**src/rtl/cam_fifo.sv**
```systemverilog
// cam_fifo: first-word-fall-through FIFO with per-slot valid bits, masked parallel tag search,
// oldest-hit age reporting, kill-by-match and write-while-full when paired with a read.
module cam_fifo #(
  parameter int W_DATA = 32,
  parameter int W_TAG = W_DATA,
  parameter int P_TAGLSB = 0,
  parameter int C_DEPTH = 8,
  parameter int C_AFULL = C_DEPTH - 1,
  localparam int LW_ADDR = $clog2(C_DEPTH)
) (
  input  logic               sClk_i,
  input  logic               snRst_i,
  input  logic               Write_i,
  input  logic [W_DATA-1:0]  WriteData_i,
  input  logic               Read_i,
  output logic [W_DATA-1:0]  ReadData_oc,
  output logic               ReadValid_oc,
  output logic               Empty_oc,
  output logic               Full_oc,
  output logic               AlmostFull_oc,
  output logic [LW_ADDR:0]   Level_oc,
  input  logic               CompareEn_i,
  input  logic [W_TAG-1:0]   CompareTag_i,
  input  logic [W_TAG-1:0]   CompareMask_i,
  input  logic               Kill_i,
  output logic [C_DEPTH-1:0] Hit_oc,
  output logic               AnyHit_oc,
  output logic [LW_ADDR-1:0] HitAge_oc
);
  localparam logic [LW_ADDR:0] LP_DEPTH = C_DEPTH[LW_ADDR:0];
  logic [W_DATA-1:0]  r_data [C_DEPTH];
  logic [C_DEPTH-1:0] r_occ, r_vld, w_occ_nxt, w_vld_nxt, w_hit;
  logic [LW_ADDR-1:0] r_wptr, r_rptr, w_age;
  logic [LW_ADDR:0]   r_cnt;
  logic               w_empty, w_full, w_rd, w_wr;
  assign w_empty = r_cnt == '0;
  assign w_full  = r_cnt == LP_DEPTH;
  assign w_rd    = Read_i & ~w_empty;
  assign w_wr    = Write_i & (~w_full | w_rd);
  for (genvar i = 0; i < C_DEPTH; i++) begin : g_cmp
    assign w_hit[i] = CompareEn_i & r_occ[i] & r_vld[i] &
                      ~|((r_data[i][P_TAGLSB +: W_TAG] ^ CompareTag_i) & CompareMask_i);
  end
  // scan from youngest to oldest so the oldest hit is the last one to win
  always_comb begin
    w_age = '0;
    for (int k = C_DEPTH - 1; k >= 0; k--)
      if (w_hit[r_rptr + LW_ADDR'(k)]) w_age = LW_ADDR'(k);
  end
  // kill and pop clear first; a write into the slot being popped while full then wins
  always_comb begin
    w_occ_nxt = r_occ;
    w_vld_nxt = r_vld & ~(Kill_i ? w_hit : '0);
    if (w_rd) begin
      w_occ_nxt[r_rptr] = 1'b0;
      w_vld_nxt[r_rptr] = 1'b0;
    end
    if (w_wr) begin
      w_occ_nxt[r_wptr] = 1'b1;
      w_vld_nxt[r_wptr] = 1'b1;
    end
  end
  always_ff @(posedge sClk_i or negedge snRst_i) begin
    if (!snRst_i) begin
      for (int i = 0; i < C_DEPTH; i++) r_data[i] <= '0;
      r_occ  <= '0;
      r_vld  <= '0;
      r_wptr <= '0;
      r_rptr <= '0;
      r_cnt  <= '0;
    end else begin
      r_occ <= w_occ_nxt;
      r_vld <= w_vld_nxt;
      if (w_wr) begin
        r_data[r_wptr] <= WriteData_i;
        r_wptr         <= r_wptr + 1'b1;
      end
      if (w_rd) r_rptr <= r_rptr + 1'b1;
      if (w_wr & ~w_rd) r_cnt <= r_cnt + 1'b1;
      else if (w_rd & ~w_wr) r_cnt <= r_cnt - 1'b1;
    end
  end
  assign ReadData_oc   = w_empty ? '0 : r_data[r_rptr];
  assign ReadValid_oc  = r_occ[r_rptr] & r_vld[r_rptr];
  assign Empty_oc      = w_empty;
  assign Full_oc       = w_full;
  assign AlmostFull_oc = int'(r_cnt) >= C_AFULL;
  assign Level_oc      = r_cnt;
  assign Hit_oc        = w_hit;
  assign AnyHit_oc     = |w_hit;
  assign HitAge_oc     = w_age;
endmodule

```
**config.mk**
```make
export PLATFORM = sky130hd
export DESIGN_NAME = cam_fifo
export DESIGN_NICKNAME = d
export VERILOG_FILES = /design/src/rtl/cam_fifo.sv
export SDC_FILE = /design/constraint.sdc
export NUM_CORES = 1
export LEC_CHECK = 0
export CORE_ASPECT_RATIO = 0.7
export CORE_MARGIN = 4
export CORE_UTILIZATION = 40
export DETAILED_ROUTE_END_ITERATION = 10
export GPL_TIMING_DRIVEN = 1
export PLACE_DENSITY = 0.68
export SKIP_CTS_REPAIR_TIMING = 1
export SLEW_MARGIN = 25
export SYNTH_ARGS = -nofsm -noshare
export SYNTH_HDL_FRONTEND = slang
export SYNTH_SLANG_ARGS = --single-unit
```
**constraint.sdc**
```tcl
create_clock -name sClk_i -period 8.14 [get_ports sClk_i]
set_input_delay 1.221 -clock sClk_i [delete_from_list [all_inputs] [get_ports sClk_i]]
set_output_delay 1.221 -clock sClk_i [all_outputs]
set_load 0.03 [all_outputs]
```
# Yosys cells after proc, flatten, opt, wreduce, memory -nomap -nowiden

Cells that the tools add are included.

Flip-flop bits (word level): 282
Input bits: 102
Output and inout port bits: 52
Logic and storage cells: 166

Add/sub/neg operators: 10
$lt $le $gt $ge: 15
Eq/ne operators: 1
Multiplexer cells: 46
Bitwise logic cells: 59
Reductions and logical operators: 22

Operators with widths:

| cell                                               | count |
|---|---|
| bitwise AND 32 bit                                 | 8 |
| bitwise mux 256 bit                                | 1 |
| OR reduction 32 bit                                | 8 |
| bitwise XOR 32 bit                                 | 8 |
| two-way mux 32 bit                                 | 4 |
| binary-select mux 32 bit (select 3 bit)            | 1 |
| demux 32 bit (select 3 bit)                        | 1 |
| two-way mux 8 bit                                  | 5 |
| < comparator 3 x 4 -> 1 bit, second input constant | 9 |
| binary-select mux 1 bit (select 3 bit)             | 10 |
| bitwise AND 1 bit                                  | 29 |
| bitwise AND 8 bit                                  | 3 |
| two-way mux 3 bit                                  | 8 |
| NOT 8 bit                                          | 2 |
| bitwise OR 8 bit                                   | 2 |
| adder 3 bit, second input constant                 | 4 |
| two-way mux 1 bit                                  | 12 |
| >= comparator 4 bit, second input constant         | 2 |
| zero test 1 bit                                    | 8 |
| two-way mux 4 bit                                  | 2 |
| NOT 3 -> 4 bit                                     | 2 |
| OR reduction 8 bit                                 | 1 |
| adder 3 x 1 -> 3 bit, second input constant        | 2 |
| adder 3 x 2 -> 3 bit, second input constant        | 2 |
| 12 further kinds                                   | 19 |

# Longest topological paths before layout

Word-level depth: 15
Mapped depth: 13
Mapped depth without buffers: 12

# Worst setup path after synthesis

Ideal clock, no wire load.

Path type: input to output
From: in CompareTag_i[3]
To: out HitAge_oc[2]
Arrival: 4.106 ns
Required time: 6.919 ns
Setup slack: 2.813 ns
Stages: 11
Path buffers: 2
Path through: buf_2 xor2_1 a22o_1 a221oi_2 nand3_1 or4_1 buf_2 mux4_2 mux2i_1 nor2b_1 a211oi_1

Word-level cells in the longest chain between the ends: 15

RTL lines:

| item                                    | line | text |
|---|---|---|
| start, declared                         | 23   | `input logic [W_TAG-1:0] CompareTag_i,` |
| bitwise XOR 32 bit                      | 42   | `~\|((r_data[i][P_TAGLSB +: W_TAG] ^ CompareTag_i) & CompareMask_i);` |
| bitwise AND 32 bit                      | 42   |  |
| OR reduction 32 bit                     | 42   |  |
| zero test 1 bit                         | 42   |  |
| bitwise AND 1 bit                       | 41   | `assign w_hit[i] = CompareEn_i & r_occ[i] & r_vld[i] &` |
| binary-select mux 1 bit (select 3 bit)  | 48   | `if (w_hit[r_rptr + LW_ADDR'(k)]) w_age = LW_ADDR'(k);` |
| two-way mux 1 bit (implied by the code) | 48   |  |
| two-way mux 3 bit (7 in series)         | 48   |  |
| two-way mux 3 bit (*)                   | 48   |  |
| end, declared                           | 28   | `output logic [LW_ADDR-1:0] HitAge_oc` |

Every way passes the cells marked *; elsewhere a longest branch is shown, timed or not. The select of a mux whose other input is x is not followed.

# Worst setup path in the final report

From: in CompareTag_i[30]
To: out HitAge_oc[2]

The elaborated chain is that of the path after synthesis.

==> impl_metrics.env <==
export IMPL_status="finished, final reports clean"
export IMPL_busiest_layer="met2"
export IMPL_drc_errors=0
export IMPL_min_path_cells=2
export IMPL_period_share_pct=86.55
export IMPL_start_util_pct=40.78
export IMPL_finalSetupViolCount=0
export IMPL_ys_seq_area_share_pct=40.50
export IMPL_relSlewSlack_pct=27.71
export IMPL_insertion_delay_ps=570
export IMPL_antenna_found_initial=9
export IMPL_rr_startpoint="Level_oc[0]"
export IMPL_worstSetupEndpoint="HitAge_oc[2]"
export IMPL_finalHoldViolCount=0
export IMPL_drtIter0Drc=1633
export IMPL_grt_ovfl_total=0
export IMPL_met2_usage_pct=39.11
export IMPL_cp_arrival_ps=5820
export IMPL_r2r_end="r_data[34]"
export IMPL_synth_cell_type_count=65
export IMPL_grt_use_met3_pct=10.97
export IMPL_syn_inst=1491
export IMPL_required_ps=6920
export IMPL_place_area_um2=19220
export IMPL_max_slew_worst_pin_slew_ps=1083
export IMPL_wl_per_cell_um=30.17
export IMPL_synth_ff_type="dfrtp_1"
export IMPL_final_cells=2188
export IMPL_grt_pass1_wl_mm=94.20
export IMPL_drtAntennaViolNets=0
export IMPL_startpoint="CompareTag_i[30]"
export IMPL_yosysWarnings=0
export IMPL_synth_top_cell_by_area="dfrtp_1"
export IMPL_synth_area_um2=17420
export IMPL_dieHeight_um=182.6
export IMPL_synth_fp_nets=1604
export IMPL_rows=63
export IMPL_gp_congestion=1.027
export IMPL_rsz0062_at_grt="false"
export IMPL_yosys_top_cells_area="dfrtp_1, mux2_2, xor2_1, mux4_2, a22oi_1"
export IMPL_seq_area_um2=7066
export IMPL_drive_gt1_share_pct=26.58
export IMPL_ff2ff_setup_slack_ps=4850
export IMPL_die_w_um=257.5
export IMPL_worst_r2r_path_depth=7
export IMPL_cts_tree="done"
export IMPL_p_leak_uw=0.008637
export IMPL_ir_drop_uv=321.6
export IMPL_power_density_nw_per_um2=452.5
export IMPL_max_cap_violations=0
export IMPL_max_freq_mhz=141.9
export IMPL_fin_nets=1689
export IMPL_areaGrowthSynthToFinish_pct=17.46
export IMPL_grt_max_degree=165
export IMPL_clock_skew_ps=12.09
export IMPL_first_pass_iters=6
export IMPL_design_portCount=154
export IMPL_synthArstFlopShare_pct=100.0
export IMPL_nFillCells=3941
export IMPL_clock_sinks=282
export IMPL_portBuffers=153
export IMPL_startpoint_type="input pin"
export IMPL_cts_buffers=29
export IMPL_setup_tns_ps=0
export IMPL_die_area_um2=47020
export IMPL_multi_input_area_um2=9627
export IMPL_critPathMaxFanout=8
export IMPL_clk_pin_slew_ps=60
export IMPL_hp_class="flip-flop to flip-flop"
export IMPL_ys_ff_latch=282
export IMPL_grt_pass1_vias=13117
export IMPL_clk_path_buf_depth=3
export IMPL_yosysTopAreaCellShare_pct=40.50
export IMPL_placed_cells=2127
export IMPL_synth_edf_count=0
export IMPL_h_tree_depth=1
export IMPL_vias_per_cell=6.128
export IMPL_end_kind="output pin"
export IMPL_track_usage_pct=27.31
export IMPL_use_met1_pct=38.89
export IMPL_root_buffer="clkbuf_16"
export IMPL_design_area_um2=20470
export IMPL_route_vias_total=13409
export IMPL_coreArea_um2=42720
export IMPL_wl_mm=66.01
export IMPL_dp_hpwl_mm=47.51
export IMPL_ys_top_cells_by_count="dfrtp_1, mux2_2, xor2_1"
export IMPL_avgSynthCellArea_um2=11.69
export IMPL_worstSetupPathType="input pin to output pin"
export IMPL_synth_most_common_cell="dfrtp_1"
export IMPL_fin_crit_ps=7045
export IMPL_report_final_slew_viol_count=0
==> routing by layer <==
layer / part of all wire, % / vias to the layer above
li1: - / 5582
met1: 42 / 6962
met2: 42 / 742
met3: 13 / 113
met4: 2.6 / 10
met5: 0.11 / -
==> worst min-delay path by stage <==
stage,end,start,slack [ps]
floorplan,r_occ[3],r_occ[3],470
global placement,r_occ[5],r_occ[5],490
detailed placement,r_occ[7],r_occ[7],490
finish,r_occ[6],r_occ[6],510
global route,r_data[99],snRst_i,520
CTS,r_occ[7],r_occ[7],510
==> critical path, stage by stage <==
cell	delay (ps)
clkdlybuf4s50_1	750
xor2_1	290
a22oi_1	290
nand4_1	130
a2111oi_0	770
nand4_1	580
mux2i_1	380
a311oi_2	160
nor2b_1	180
a211oi_1	330
clkdlybuf4s50_1	740
==> cell families (layout without fill, tap and decap cells) <==
family,Yosys count,after routing,share of synthesized area [%]
mux,331,331,25.71
xor+xnor,266,266,13.37
buf+inv,144,252,4.323
compound gates,215,215,8.840
other cells,0,4,0
flops,282,282,40.50
fa+ha+maj,11,11,0.8330
simple gates,242,242,6.427
==> power breakdown <==
group / total (uW) / internal [uW] / switching (uW)
clock: 1620 / 1020 / 598
sequential: 2920 / 2120 / 801
combinational: 4710 / 2150 / 2570
total: 9260 / 5290 / 3970
==> cell type report <==
class	count	share of cell area (%)
multi-input combinational	1065	47.04
sequential	282	34.52
timing repair buffer	180	8.852
clock buffer	39	4.023
tap	585	3.576
clock inverter	15	1.608
inverter	18	0.3301
antenna	4	0.04891
==> through the flow <==
step / worst slack (ps) / hold slack, ps / power (uW) / util, %
2_1_floorplan: 2813 / 466.3 / 5763 / -
3_3_place_gp: 1282 / 486.2 / 7424 / 44.99
3_5_place_dp: 1233 / 491.9 / 7506 / 44.99
4_1_cts: 1225 / 511.0 / 9160 / 47.69
5_1_grt: 999.2 / 516.0 / 9654 / 47.90
6_report: 1095 / 514.6 / 9261 / 47.90
==> state kept, by name (all words and copies together) (netlist names) <==
name and cells:
r_wptr 3, r_vld 8, Level_oc 4, r_occ 8, r_data 256, r_rptr 3
==> placed cells by master (no fill, tap or decap), types with 19 or more instances in the layout <==
cell / instances
dfrtp_1: 279
mux4_2: 66
buf_4: 23
nor2_1: 21
nand2_1: 134
a21oi_1: 51
xor2_1: 258
a22oi_1: 107
clkdlybuf4s50_1: 152
nand3_1: 19
clkbuf_16: 29
nand4_1: 27
mux2_2: 259
(Power assumes the default switching activity.)
